**src/rtl/ct_param_counter.sv**
```systemverilog
// ct_param_counter: up/down counter with load, programmable terminal value, wrap/saturate
// boundary handling, step size, enable prescaler and event/sticky-overflow flags.
module ct_param_counter #(
  parameter int DATA_WIDTH = 8,
  parameter int STEP_WIDTH = 4,
  parameter int PRESCALE   = 1
) (
  input  logic                  clk,
  input  logic                  rst_n,
  input  logic                  ld,
  input  logic [DATA_WIDTH-1:0] data,
  input  logic                  en,
  input  logic                  up_dn,
  input  logic                  sat_mode,
  input  logic [STEP_WIDTH-1:0] step,
  input  logic [DATA_WIDTH-1:0] max_val,
  input  logic                  clr_ovf,
  output logic [DATA_WIDTH-1:0] count,
  output logic                  evt,
  output logic                  at_term,
  output logic                  ovf_sticky
);
  localparam int NW = DATA_WIDTH + 1;
  localparam int PW = PRESCALE > 1 ? $clog2(PRESCALE) : 1;
  logic [PW-1:0]         r_pre;
  logic [DATA_WIDTH-1:0] r_count, w_nxt;
  logic                  r_evt, r_at_term, r_ovf;
  logic [NW-1:0]         w_step, w_cnt, w_max, w_sum, w_diff;
  logic                  w_pre_last, w_act, w_up_evt, w_dn_evt, w_evt;
  // Arithmetic is one bit wider than the count so neither the sum nor the borrow is lost.
  assign w_step     = NW'(step);
  assign w_cnt      = {1'b0, r_count};
  assign w_max      = {1'b0, max_val};
  assign w_sum      = w_cnt + w_step;
  assign w_diff     = w_cnt - w_step;
  assign w_pre_last = r_pre == PW'(PRESCALE - 1);
  assign w_act      = en && w_pre_last && step != '0;
  assign w_up_evt   = w_sum > w_max;
  assign w_dn_evt   = w_step > w_cnt;
  assign w_evt      = !ld && w_act && (up_dn ? w_up_evt : w_dn_evt);
  always_comb begin
    w_nxt = r_count;
    if (ld)
      w_nxt = data > max_val ? max_val : data;
    else if (w_act && up_dn)
      w_nxt = w_up_evt ? (sat_mode ? max_val : '0) : w_sum[DATA_WIDTH-1:0];
    else if (w_act)
      // a count left above a lowered max_val is pulled back into range without an event
      w_nxt = w_dn_evt ? (sat_mode ? '0 : max_val)
                       : (w_diff > w_max ? max_val : w_diff[DATA_WIDTH-1:0]);
  end
  always_ff @(posedge clk or negedge rst_n) begin
    if (!rst_n) begin
      r_pre     <= '0;
      r_count   <= '0;
      r_evt     <= 1'b0;
      r_at_term <= 1'b0;
      r_ovf     <= 1'b0;
    end else begin
      r_pre     <= ld ? '0 : en ? (w_pre_last ? '0 : r_pre + PW'(1)) : r_pre;
      r_count   <= w_nxt;
      r_evt     <= w_evt;
      r_at_term <= up_dn ? w_nxt == max_val : w_nxt == '0;
      r_ovf     <= w_evt | (r_ovf & ~clr_ovf);
    end
  end
  assign count      = r_count;
  assign evt        = r_evt;
  assign at_term    = r_at_term;
  assign ovf_sticky = r_ovf;
endmodule

```
**config.mk**
```make
export PLATFORM = sky130hd
export DESIGN_NAME = ct_param_counter
export DESIGN_NICKNAME = d
export VERILOG_FILES = /design/src/rtl/ct_param_counter.sv
export SDC_FILE = /design/constraint.sdc
export NUM_CORES = 1
export LEC_CHECK = 0
export ABC_AREA = 1
export CELL_PAD_IN_SITES_DETAIL_PLACEMENT = 1
export CELL_PAD_IN_SITES_GLOBAL_PLACEMENT = 1
export CORE_UTILIZATION = 30
export DETAILED_ROUTE_END_ITERATION = 12
export GPL_ROUTABILITY_DRIVEN = 0
export HOLD_SLACK_MARGIN = 0.12
export PLACE_DENSITY_LB_ADDON = 0.1
export SLEW_MARGIN = 25
export SYNTH_ARGS = -nofsm -noshare
export SYNTH_HDL_FRONTEND = slang
export SYNTH_SLANG_ARGS = --single-unit
```
**constraint.sdc**
```tcl
create_clock -name clk -period 8.8 [get_ports clk]
set_input_delay 1.76 -clock clk [delete_from_list [all_inputs] [get_ports clk]]
set_output_delay 1.76 -clock clk [all_outputs]
set_load 0.005 [all_outputs]
```
==> results, run 1 <==
- The flow ran to the end, and the final reports show no timing, DRC or antenna violations.
- The maximum count of clock buffers along a single path is 2.
- Clock tree synthesis found a total of 11 sinks.
- The largest fanout of any net on the critical path is 11.
- Once routing completed, OpenROAD measured the worst setup slack at 3.19 ns.
- The number of global-route vias before repair is 2682.
- The HPWL after detailed placement is 7.14 mm.
- Summing all multi-input logic gate instances after layout gives 1820 um2.
- The total routing usage reported by global routing is 0.205.
- STA classifies the critical path endpoint as a flop.
- Setup violations remaining at the end of the flow were counted as 0.
- The static leakage is 0.00159 uW.
- The number of unique standard cell types used by synthesis is 39.
- Across all hold checks on the routed design, the worst slack comes to 0.556 ns.
- The proportion of power drawn by combinational gates is 0.747.
- Timing would allow up to 178 MHz.
- TritonCTS built the clock tree.
- Yosys mapped a number of flops with a built-in enable equal to 0.
- Max-cap violations in this run came to 0.
- For the worst setup path, the data required time is 8.98 ns.
- The sequential power share is 0.154.
- The worst path arrival time is 5.79 ns.
- For this configuration, the core starts out at a cell density of 0.313.
- The number of clock buffers added by TritonCTS is 3.
- For this run, asynchronously set or reset flops after synthesis account for 1.00.
- The post-route DRC violation count is 0.
- The areal power density over the cells is 174 nW/um2.
- The root buffer cell is sky130_fd_sc_hd__clkbuf_8.
- The via count is 2573.
- For this run, the number of Yosys warnings is 0.
- Summing all flip-flop and latch instances after layout gives 275 um2.
- The cell area after technology mapping is 2430 um2.
- The filler cell count in the final layout is 1060.
- The proportion of power drawn by the clock network is 0.099.
- The cts-stage hold buffer count is 0.
- 0 antenna diodes ended up in the layout.
- The area growth from synthesis to layout is 20.1%.
- The largest net degree at the start of global routing is 17.
- The cell internal power dissipation is 233 uW.
- The clock transition at the registers of the reported paths is 0.05 ns.
- The net count after synthesis is 460.
- In this run the core area contains 32 standard-cell rows.
- The first global-routing pass estimated 13.6 mm of wire.
- The count of nets after finishing is 494.
- The wire length per cell after detailed routing is 15.4 um.
- In this run the post-CTS setup repair buffer count came out at 0.
- The total net switching power is 274 uW.
- The initial antenna violation count is 0.
- The type of the tightest min-delay check is flop to flop.
- The commonest register cell after synthesis is sky130_fd_sc_hd__dfrtp_1.
- After technology mapping, the gate count stands at 399.
- The overflow left after global routing is 0.
- The first-pass iteration count of the detailed router is 4.
- Setup repair after global routing left no endpoint under its margin.
- Clock latency on the worst-skew pair, taken at its later pin, is 0.24 ns.
- The die is 92.0 um wide.
- The number of max-slew violations in the final report was 0.
- The die is 92.0 um tall.
- The vias per cell is 4.82.
- Of the cells placed in the final design, the portion with a size suffix greater than 1 is 0.0764.
- The total I/O pin count is 38.
- For the final database, setup skew stands at 0.000755 ns.
- The headroom to the max-slew limit is 0.639.
- The die covers 8460 um2.
- The total of cells resized after clock tree synthesis is 0.
- Buffers placed on the I/O ports in this run total 37.
- The number of storage elements in the synthesis netlist is 11.
- The category of the most critical setup path is primary input to flop.
- The accumulated negative setup slack is 0 ns.
- The clock period minus worst slack is 5.61 ns.
- IR analysis of the VDD net gives a maximum drop of 0.0926 mV.
- The sum of routed wire length over all layers is 8.25 mm.
- For the pin with the worst max-slew slack, the measured transition is 0.542 ns.
- The detailed router finished its first iteration with 85 violations.
- The count of nets left with antenna violations once routing finished came out at 0.
- Dividing the final minimum period by the clock period gives 0.638.
- The worst-case setup slack after placement is 2.94 ns.
- A synthesized cell averages 6.09 um2.
- The share of total power consumed by net switching is 0.541.
- The fraction of the yosys area taken by sequential cells is 0.113.
- The final hold violation count is 0.
- The worst setup path is launched from a primary input.
- The deepest level of the CTS H-tree is 1.
- The floorplan core area is 7770 um2.
## worst max-delay path: stages
cell	delay, ns
sky130_fd_sc_hd__clkdlybuf4s50_1	0.49
sky130_fd_sc_hd__inv_1	0.07
sky130_fd_sc_hd__ha_1	0.45
sky130_fd_sc_hd__a21oi_4	0.19
sky130_fd_sc_hd__o21ai_2	0.09
sky130_fd_sc_hd__nand2_2	0.11
sky130_fd_sc_hd__nand3_2	0.08
sky130_fd_sc_hd__nor2_2	0.37
sky130_fd_sc_hd__or2_2	0.21
sky130_fd_sc_hd__ha_1	0.23
sky130_fd_sc_hd__and3_1	0.18
sky130_fd_sc_hd__nand2_1	0.07
sky130_fd_sc_hd__nand2_1	0.04
sky130_fd_sc_hd__nand2_1	0.24
sky130_fd_sc_hd__nand2_4	0.13
sky130_fd_sc_hd__nand2_1	0.08
sky130_fd_sc_hd__o21ai_1	0.08
sky130_fd_sc_hd__nor2_1	0.13
sky130_fd_sc_hd__nor2_1	0.05
sky130_fd_sc_hd__o21ai_1	0.18
sky130_fd_sc_hd__nand2_1	0.14
sky130_fd_sc_hd__nand2_1	0.09
sky130_fd_sc_hd__nand3_1	0.06
sky130_fd_sc_hd__nor2_1	0.14
sky130_fd_sc_hd__nand2_1	0.07
sky130_fd_sc_hd__nand2_1	0.06
## final timing paths
| path | startpoint | to | slack [ns] | depth (start not counted) |
|---|---|---|---|---|
| min | ovf_sticky$_DFF_PN0_ | ovf_sticky$_DFF_PN0_ | 0.56 | 2 |
| max reg2reg | count[2]$_DFF_PN0_ | at_term$_DFF_PN0_ | 4.82 | 24 |
| min reg2reg | ovf_sticky$_DFF_PN0_ | ovf_sticky$_DFF_PN0_ | 0.56 | 2 |
| max in group asynchronous | rst_n | ovf_sticky$_DFF_PN0_ | 6.64 | 1 |
| min in group asynchronous | rst_n | count[3]$_DFF_PN0_ | 1.85 | 1 |
| max | step[2] | at_term$_DFF_PN0_ | 3.19 | 26 |
## sequential cells by signal, summed over array words and instances, names as in the netlist
register	count
evt	1
at_term	1
ovf_sticky	1
count	8
## final cells by class
type | instances | share of cell area
multi-input cells | 306 | 0.623
repair buffers | 37 | 0.127
inverters | 74 | 0.0961
flip-flops and latches | 11 | 0.0943
well taps | 102 | 0.0437
clock buffers | 4 | 0.0154
## cell usage after synthesis (2+ instances only)
cell type,count,area [um2]
sky130_fd_sc_hd__o21ai_1,4,20.0
sky130_fd_sc_hd__o211ai_1,4,30.0
sky130_fd_sc_hd__nand4_1,6,37.5
sky130_fd_sc_hd__nor2_4,4,45.0
sky130_fd_sc_hd__nand2_1,116,435
sky130_fd_sc_hd__buf_6,2,22.5
sky130_fd_sc_hd__nand3_2,2,20.0
sky130_fd_sc_hd__o21ai_2,2,17.5
sky130_fd_sc_hd__nor2_2,2,12.5
sky130_fd_sc_hd__o21ai_0,9,45.0
sky130_fd_sc_hd__a21oi_1,21,105
sky130_fd_sc_hd__buf_4,2,15.0
sky130_fd_sc_hd__fa_1,2,40.0
sky130_fd_sc_hd__nand2_2,7,43.8
sky130_fd_sc_hd__xor2_1,6,52.6
sky130_fd_sc_hd__inv_2,2,7.51
sky130_fd_sc_hd__ha_1,32,400
sky130_fd_sc_hd__dfrtp_1,11,275
sky130_fd_sc_hd__nor2_1,18,67.6
sky130_fd_sc_hd__clkbuf_1,2,7.51
sky130_fd_sc_hd__buf_2,2,10.0
sky130_fd_sc_hd__nand2_4,2,22.5
sky130_fd_sc_hd__nand3b_1,2,15.0
sky130_fd_sc_hd__inv_1,71,267
sky130_fd_sc_hd__nor3_1,2,10.0
sky130_fd_sc_hd__xnor2_1,2,17.5
sky130_fd_sc_hd__a21oi_2,3,26.3
sky130_fd_sc_hd__nand3_1,50,250
## metal layers
metal | share of wire | global-route usage | vias to the layer above
li1 | - | - | 1345
met1 | 0.47 | 0.260 | 1192
met2 | 0.51 | 0.390 | 31
met3 | 0.019 | 0.0124 | 5
met4 | 0.0051 | 0.0234 | 0
met5 | 0 | 0 | -
## power by group through the flow
stage / combinational [uW] / sequential (uW) / clock, uW
6_report: 379 / 78.1 / 50.3
5_1_grt: 431 / 80.9 / 55.5
4_1_cts: 384 / 79.1 / 52.2
3_5_place_dp: 382 / 79.9 / 0
3_3_place_gp: 376 / 80.4 / 0
2_1_floorplan: 270 / 69.9 / 0
## metrics by stage
| step | cell area, um2 | power (uW) | instances | utilization |
|---|---|---|---|---|
| 2_1_floorplan | 2430 | 340 | 399 | - |
| 3_3_place_gp | 2870 | 457 | 530 | 0.370 |
| 3_5_place_dp | 2870 | 461 | 530 | 0.370 |
| 4_1_cts | 2920 | 515 | 534 | 0.376 |
| 5_1_grt | 2920 | 567 | 534 | 0.376 |
| 6_report | 2920 | 507 | 534 | 0.376 |
## cell usage in the layout (no fill, tap or decap), drive strengths merged
master and count:
nand2 125, inv 74, nand3 53, clkdlybuf4s50 37, ha 32, a21oi 25
nor2 24, o21ai 15, dfrtp 11, nand4 7, xor2 6, o211ai 4
clkbuf 4, nor3 3, xnor2 2, nand3b 2, fa 2, a31oi 1
or2 1, o21a 1, and3 1, a21o 1, and2 1
## logic make-up (layout without fill, tap and decap cells)
family,after synthesis,count (layout),synth area share
and+or+nand+nor,217,217,0.423
DFF,11,11,0.113
AOI/OAI and AO/OA,47,47,0.116
xor gates and xnor gates,8,8,0.0288
buffers and inverters,82,115,0.138
adders and majority gates,34,34,0.181
No activity file was read; power rests on OpenSTA's default activity.
==> run 2: changes to the inputs <==
clock period = 4.9 ns   (was 8.8 ns; I/O delays follow)
==> results, run 2 (synthesis gave the netlist of run 1 again) <==
- The final standard cell utilization of the core is 0.391 (was 0.376).
- The reported max-cap violation count is 0 (unchanged).
- The number of global-route vias before repair is 2824 (was 2682).
- The sum of routed wire length over all layers is 8.54 mm (was 8.25 mm).
- The overall power is 959 uW (was 507 uW).
- The endpoint class of the critical path is a flop (unchanged).
- The initial antenna violation count is 0 (unchanged).
- The transition time at the pin with the least slew margin is 0.600 ns (was 0.542 ns).
- The category of the most critical setup path is primary input to flop (unchanged).
- RSZ-0062 raised after global routing: false (unchanged).
- The die extent in y came to 92.0 um (unchanged).
- The setup slack after layout is 0.409 ns (was 3.19 ns).
- The total routing usage reported by global routing is 0.218 (was 0.205).
- The hold path depth was 2 (unchanged).
- The combined buffer and inverter count along the critical path is 2 (unchanged).
- The final-report setup violation count is 0 (unchanged).
- The overflow left after global routing is 0 (unchanged).
- The required time reported for the critical path endpoint is 5.07 ns (was 8.98 ns).
- The number of max-slew violations in the final report came to 0 (unchanged).
- The clock latency on the worst-skew pair is 0.23 ns (was 0.24 ns).
- The proportion of layout cells with a drive suffix above 1 is 0.117 (was 0.0764).
- The slowest library cell on the worst path is sky130_fd_sc_hd__clkdlybuf4s50_1 (unchanged).
- The post-route DRC violation count is 0 (unchanged).
- The maximum count of clock buffers along a single path is 2 (unchanged).
- The total I/O pin count is 38 (unchanged).
- The first-pass iteration count of the detailed router came to 4 (unchanged).
- The via count is 2683 (was 2573).
- The quantity of I/O buffers inserted on ports was 37 (unchanged).
- The type of the tightest min-delay check is flop to flop (unchanged).
- The largest fanout of any net on the critical path is 9 (was 11).
- The largest net degree at the start of global routing is 17 (unchanged).
- The flip-flop count of the largest register after layout is 8 (unchanged).
- The clock skew after layout is 0.000409 ns (was 0.000755 ns).
- The iteration-0 DRC count of the detailed router was 85 (unchanged).
- The number of placed instances, taps included is 541 (was 530).
- The area growth from synthesis to layout was 25.0% (was 20.1%).
- The clock transition at the registers of the reported paths is 0.05 ns (about the same).
- Dividing the final minimum period by the clock period gives 0.917.
- The areal power density over the cells was 316 nW/um2 (was 174 nW/um2).
- Commonest cells after routing, fill and taps aside: sky130_fd_sc_hd__nand2_1 (114), sky130_fd_sc_hd__inv_1 (71), sky130_fd_sc_hd__nand3_1 (50), sky130_fd_sc_hd__clkdlybuf4s50_1 (37), sky130_fd_sc_hd__ha_1 (31) (was sky130_fd_sc_hd__nand2_1 (116), sky130_fd_sc_hd__inv_1 (71), sky130_fd_sc_hd__nand3_1 (50), sky130_fd_sc_hd__clkdlybuf4s50_1 (37), sky130_fd_sc_hd__ha_1 (32)).
- The highest ir drop seen on vdd is 0.165 mV (was 0.0926 mV).
- The category of cells accounting for the largest share of critical-path delay is simple AND/OR/NAND/NOR gates (unchanged).
- The wire length per cell after detailed routing is 15.7 um (was 15.4 um).
- The highest cell delay on the worst timing path is 0.60 ns (was 0.49 ns).
- The register-to-register setup slack is 1.13 ns (was 4.82 ns).
- The final hold violation count came to 0 (unchanged).
- Static timing analysis puts the maximum clock frequency at 223 MHz.
- The area of the die is 8460 um2 (unchanged).
- The TritonCTS clock tree is yes (unchanged).
- The headroom to the max-slew limit is 0.599 (was 0.639).
- Result of the run: completed (unchanged).
- The most common cell after layout, fill and taps aside is sky130_fd_sc_hd__nand2_1 (unchanged).
- The first-pass GRT wire length is 14.4 mm (was 13.6 mm).
- The die extent in x was 92.0 um (unchanged).
- The worst-case setup slack after placement came to -0.157 ns (was 2.94 ns).
- The startpoint type of the worst setup path is a primary input (unchanged).
- The deepest level of the CTS H-tree is 1 (unchanged).
- The remaining antenna violation count is 0 (unchanged).
- The HPWL after detailed placement is 7.33 mm (was 7.14 mm).
- The filler cell count in the final layout came to 1056 (was 1060).
- The vias per cell is 4.92 (was 4.82).
- The final cell count without fillers is 545 (was 534).
- Subtracting the final worst setup slack from the clock period gives 4.49 ns.
- The worst path arrival time is 4.66 ns (was 5.79 ns).
- The number of CTS-inserted buffers is 3 (unchanged).
- The critical path depth in cells is 26 (unchanged).
- The static leakage is 0.00164 uW (was 0.00159 uW).
- The most frequent cell on the critical path is sky130_fd_sc_hd__nand2_1 (unchanged).
- The count of nets after finishing is 505 (was 494).
- The tightest hold margin was 0.549 ns (was 0.556 ns).
- The number of clock sinks seen by CTS was 11 (unchanged).
- The floorplan core area is 7770 um2 (unchanged).
- The root buffer cell is sky130_fd_sc_hd__clkbuf_8 (unchanged).
- The number of diodes came to 0 (unchanged).
- The length in cells of the worst reg-to-reg path is 28 (was 24).
- The starting utilization of the core area is 0.313 (unchanged).
- The standard-cell row count is 32 (unchanged).
-- run 2: worst paths after layout --
| check | from | end |
|---|---|---|
| worst max-delay path | step[1] | at_term$_DFF_PN0_ |
| worst min-delay path | ovf_sticky$_DFF_PN0_ | ovf_sticky$_DFF_PN0_ |
| worst max register to register | count[0]$_DFF_PN0_ | at_term$_DFF_PN0_ |
| worst min register to register | ovf_sticky$_DFF_PN0_ | ovf_sticky$_DFF_PN0_ |
| max in group asynchronous | rst_n | count[4]$_DFF_PN0_ |
| min in group asynchronous | rst_n | evt$_DFF_PN0_ |
-- run 2: tightest hold or removal path: stages (launching register included) --
cell,delay (ns)
sky130_fd_sc_hd__dfrtp_1,0.38
sky130_fd_sc_hd__inv_1,0.05
sky130_fd_sc_hd__o21ai_0,0.08
-- run 2: metrics by stage --
stage,TNS [ns],area (um2)
after global routing,0,3040
after floorplan,0,2430
final,0,3040
after CTS,0,3000
after detailed placement,-0.157,2960
after global placement,-0.0764,2960
-- run 2: what timing repair did --
item / in CTS / in global routing
hold buffers: 0 / 0
gates resized for setup: 0 / 10
endpoints found under the setup margin: 0 / 1
endpoints found under the hold margin: 0 / 0
setup buffers: 0 / 0
-- run 2: cell type report --
| type | instances | area (um2) | share of cell area |
|---|---|---|---|
| multi-input combinational | 306 | 1860 | 0.611 |
| clock buffer | 4 | 45.0 | 0.0148 |
| inverter | 74 | 280 | 0.0923 |
| timing repair buffer | 48 | 453 | 0.149 |
| sequential | 11 | 275 | 0.0906 |
| tap | 102 | 128 | 0.0420 |
-- run 2: report_power, final --
group	internal (uW)	switching (uW)
combinational	288	442
sequential	106	35.6
clock	56.8	30.6
-- run 2: routing by layer --
| layer | share of wire | wire, um | global-route usage |
|---|---|---|---|
| met1 | 0.46 | 3900 | 0.285 |
| met2 | 0.52 | 4420 | 0.405 |
| met3 | 0.021 | 177 | 0.0124 |
| met4 | 0.0062 | 53 | 0.0208 |
| met5 | 0 | 0 | 0 |
==> run 3: changes to the inputs <==
REMOVE_ABC_BUFFERS = 1   (was default)
==> results, run 3 (synthesis gave the netlist of run 1 again) <==
- The total I/O pin count is 38 (unchanged).
- The deepest level of the CTS H-tree came to 1 (unchanged).
- The area of the die came to 8460 um2 (unchanged).
- The length in cells of the worst reg-to-reg path is 29 (was 28).
- The starting utilization of the core area is 0.313 (unchanged).
- The highest cell delay on the worst timing path is 0.45 ns (was 0.60 ns).
- The TritonCTS clock tree is yes (unchanged).
- The proportion of power drawn by the clock network came to 0.090 (was 0.091).
- The vias per cell came to 4.91 (was 4.92).
- The largest net degree at the start of global routing is 17 (unchanged).
- The floorplan core area is 7770 um2 (unchanged).
- The overall power is 966 uW (was 959 uW).
- The filler cell count in the final layout is 1033 (was 1056).
- The number of global-route vias before repair is 2782 (was 2824).
- The most frequent cell on the critical path is sky130_fd_sc_hd__nand2_1 (unchanged).
- The HPWL after detailed placement is 7.28 mm (was 7.33 mm).
- The number of clock sinks seen by CTS is 11 (unchanged).
- The static leakage was 0.00165 uW (was 0.00164 uW).
- The remaining antenna violation count came to 0 (unchanged).
- The reported max-cap violation count is 0 (unchanged).
- RSZ-0062 raised after global routing: false (unchanged).
- The critical path launch point is step[0] (was step[1]).
- The highest achievable clock rate is 221 MHz (was 223 MHz).
- The type of the tightest min-delay check was flop to flop (unchanged).
- The hold path startpoint is ovf_sticky$_DFF_PN0_ (unchanged).
- The startpoint type of the worst setup path is a primary input (unchanged).
- The first-pass iteration count of the detailed router came to 4 (unchanged).
- The iteration-0 DRC count of the detailed router came to 91 (was 85).
- The total net switching power is 509 uW (was 508 uW).
- The clock skew after layout is 0.000531 ns (was 0.000409 ns).
- The number of CTS-inserted buffers is 3 (unchanged).
- The die extent in x was 92.0 um (unchanged).
- The worst path arrival time is 4.69 ns (was 4.66 ns).
- The via count is 2681 (was 2683).
- The clock period minus worst slack is 4.52 ns (was 4.49 ns).
- The register-to-register setup slack is 1.13 ns (about the same).
- The maximum count of clock buffers along a single path is 2 (unchanged).
- The final-report setup violation count is 0 (unchanged).
- The most used routing layer in global routing is met2 (unchanged).
- The cell internal power dissipation was 457 uW (was 451 uW).
- The quantity of I/O buffers inserted on ports is 37 (unchanged).
- The slowest library cell on the worst path is sky130_fd_sc_hd__clkdlybuf4s50_1 (unchanged).
- The count of nets after finishing came to 506 (was 505).
- Result of the run: completed (unchanged).
- The first-pass GRT wire length is 13.9 mm (was 14.4 mm).
- The final hold violation count is 0 (unchanged).
- The met1 routing resource usage after global routing is 0.267 (was 0.285).
- The met3 capacity usage during global routing is 0.0124 (unchanged).
- The total routing usage reported by global routing was 0.210 (was 0.218).
- The required time reported for the critical path endpoint came to 5.07 ns (about the same).
- The headroom to the max-slew limit is 0.594 (was 0.599).
- The proportion of layout cells with a drive suffix above 1 is 0.115 (was 0.117).
- The proportion of power drawn by combinational gates is 0.761 (about the same).
- The sum of routed wire length over all layers is 8.48 mm (was 8.54 mm).
- The overflow left after global routing came to 0 (unchanged).
- The clock latency on the worst-skew pair came to 0.23 ns (about the same).
- The die extent in y is 92.0 um (unchanged).
- The most common cell after layout, fill and taps aside is sky130_fd_sc_hd__nand2_1 (unchanged).
- The launch point of the worst reg-to-reg path is count[0]$_DFF_PN0_ (unchanged).
- The endpoint of the most critical register-to-register path is at_term$_DFF_PN0_ (unchanged).
- The area growth from synthesis to layout is 24.9% (was 25.0%).
- The wire length per cell after detailed routing was 15.5 um (was 15.7 um).
- The areal power density over the cells is 318 nW/um2 (was 316 nW/um2).
- The sequential power share came to 0.148 (about the same).
- The met2 track utilization from global routing is 0.392 (was 0.405).
- The initial antenna violation count is 0 (unchanged).
- The clock transition at the registers of the reported paths was 0.05 ns (about the same).
- The tightest hold margin is 0.548 ns (was 0.549 ns).
- The highest ir drop seen on vdd came to 0.143 mV (was 0.165 mV).
- The accumulated negative setup slack came to 0 ns (unchanged).
- The largest fanout of any net on the critical path came to 7 (was 9).
- The flip-flop count of the largest register after layout is 8 (unchanged).
- The transition time at the pin with the least slew margin is 0.608 ns (was 0.600 ns).
- The number of max-slew violations in the final report is 0 (unchanged).
- The endpoint class of the critical path is a flop (unchanged).
- The share of total power consumed by net switching is 0.527 (was 0.530).
- The category of the most critical setup path is primary input to flop (unchanged).
- The number of diodes is 0 (unchanged).
- The final cycle utilization of the critical path is 0.923 (was 0.917).
- Commonest cells after routing, fill and taps aside: sky130_fd_sc_hd__nand2_1 (114), sky130_fd_sc_hd__inv_1 (71), sky130_fd_sc_hd__nand3_1 (50), sky130_fd_sc_hd__clkdlybuf4s50_1 (37), sky130_fd_sc_hd__ha_1 (31) (unchanged).
- The timing endpoint of the critical path is at_term$_DFF_PN0_ (unchanged).
- The post-route DRC violation count is 0 (unchanged).
- The root buffer cell is sky130_fd_sc_hd__clkbuf_8 (unchanged).
- The standard-cell row count is 32 (unchanged).
run 3: cell type report:
class | instances | area, um2 | share of cell area
Sequential cell | 11 | 275 | 0.0907
Timing Repair Buffer | 49 | 460 | 0.152
Clock buffer | 4 | 45.0 | 0.0148
Tap cell | 102 | 128 | 0.0421
Inverter | 74 | 280 | 0.0924
Multi-Input combinational cell | 306 | 1850 | 0.608
run 3: metal layers:
layer / vias to the layer above / part of all wire
met5: - / 0
met4: 0 / 0.013
met3: 6 / 0.017
met2: 36 / 0.49
met1: 1276 / 0.48
li1: 1363 / -
run 3: worst min path at each step:
stage / to / slack [ns] / cells after the start
final: ovf_sticky$_DFF_PN0_ / 0.55 / 2
after global routing: ovf_sticky$_DFF_PN0_ / 0.60 / 2
after CTS: ovf_sticky$_DFF_PN0_ / 0.56 / 2
after detailed placement: ovf_sticky$_DFF_PN0_ / 0.53 / 2
after global placement: ovf_sticky$_DFF_PN0_ / 0.53 / 2
after floorplan: ovf_sticky$_DFF_PN0_ / 0.53 / 2
run 3: metrics by stage:
stage	util	area, um2	setup slack (ns)	instances
after floorplan	-	2370	1.00	391
after global placement	0.380	2960	-0.0434	541
after global routing	0.391	3030	0.0245	546
after detailed placement	0.380	2960	-0.0706	541
final	0.391	3030	0.376	546
after CTS	0.386	3000	0.152	545
run 3: critical path: cells and delay by family:
kind            cells  cell delay (ns)
fa+ha+maj           3             0.92
buf+inv             3             0.68
simple gates       22             1.73
compound gates      1             0.17
xor+xnor            1             0.22
run 3: power groups by stage:
stage	combinational, uW	sequential, uW	clock, uW
detailed placement	718	145	0
floorplan	467	132	0
CTS	723	143	90.5
global route	827	146	95.2
global placement	712	144	0
finish	735	143	87.3
run 3: what timing repair did:
item | CTS | global route
buffers inserted | 0 | 1
gates resized for setup | 0 | 7
setup endpoints to repair | 0 | 1
hold buffers | 0 | 0
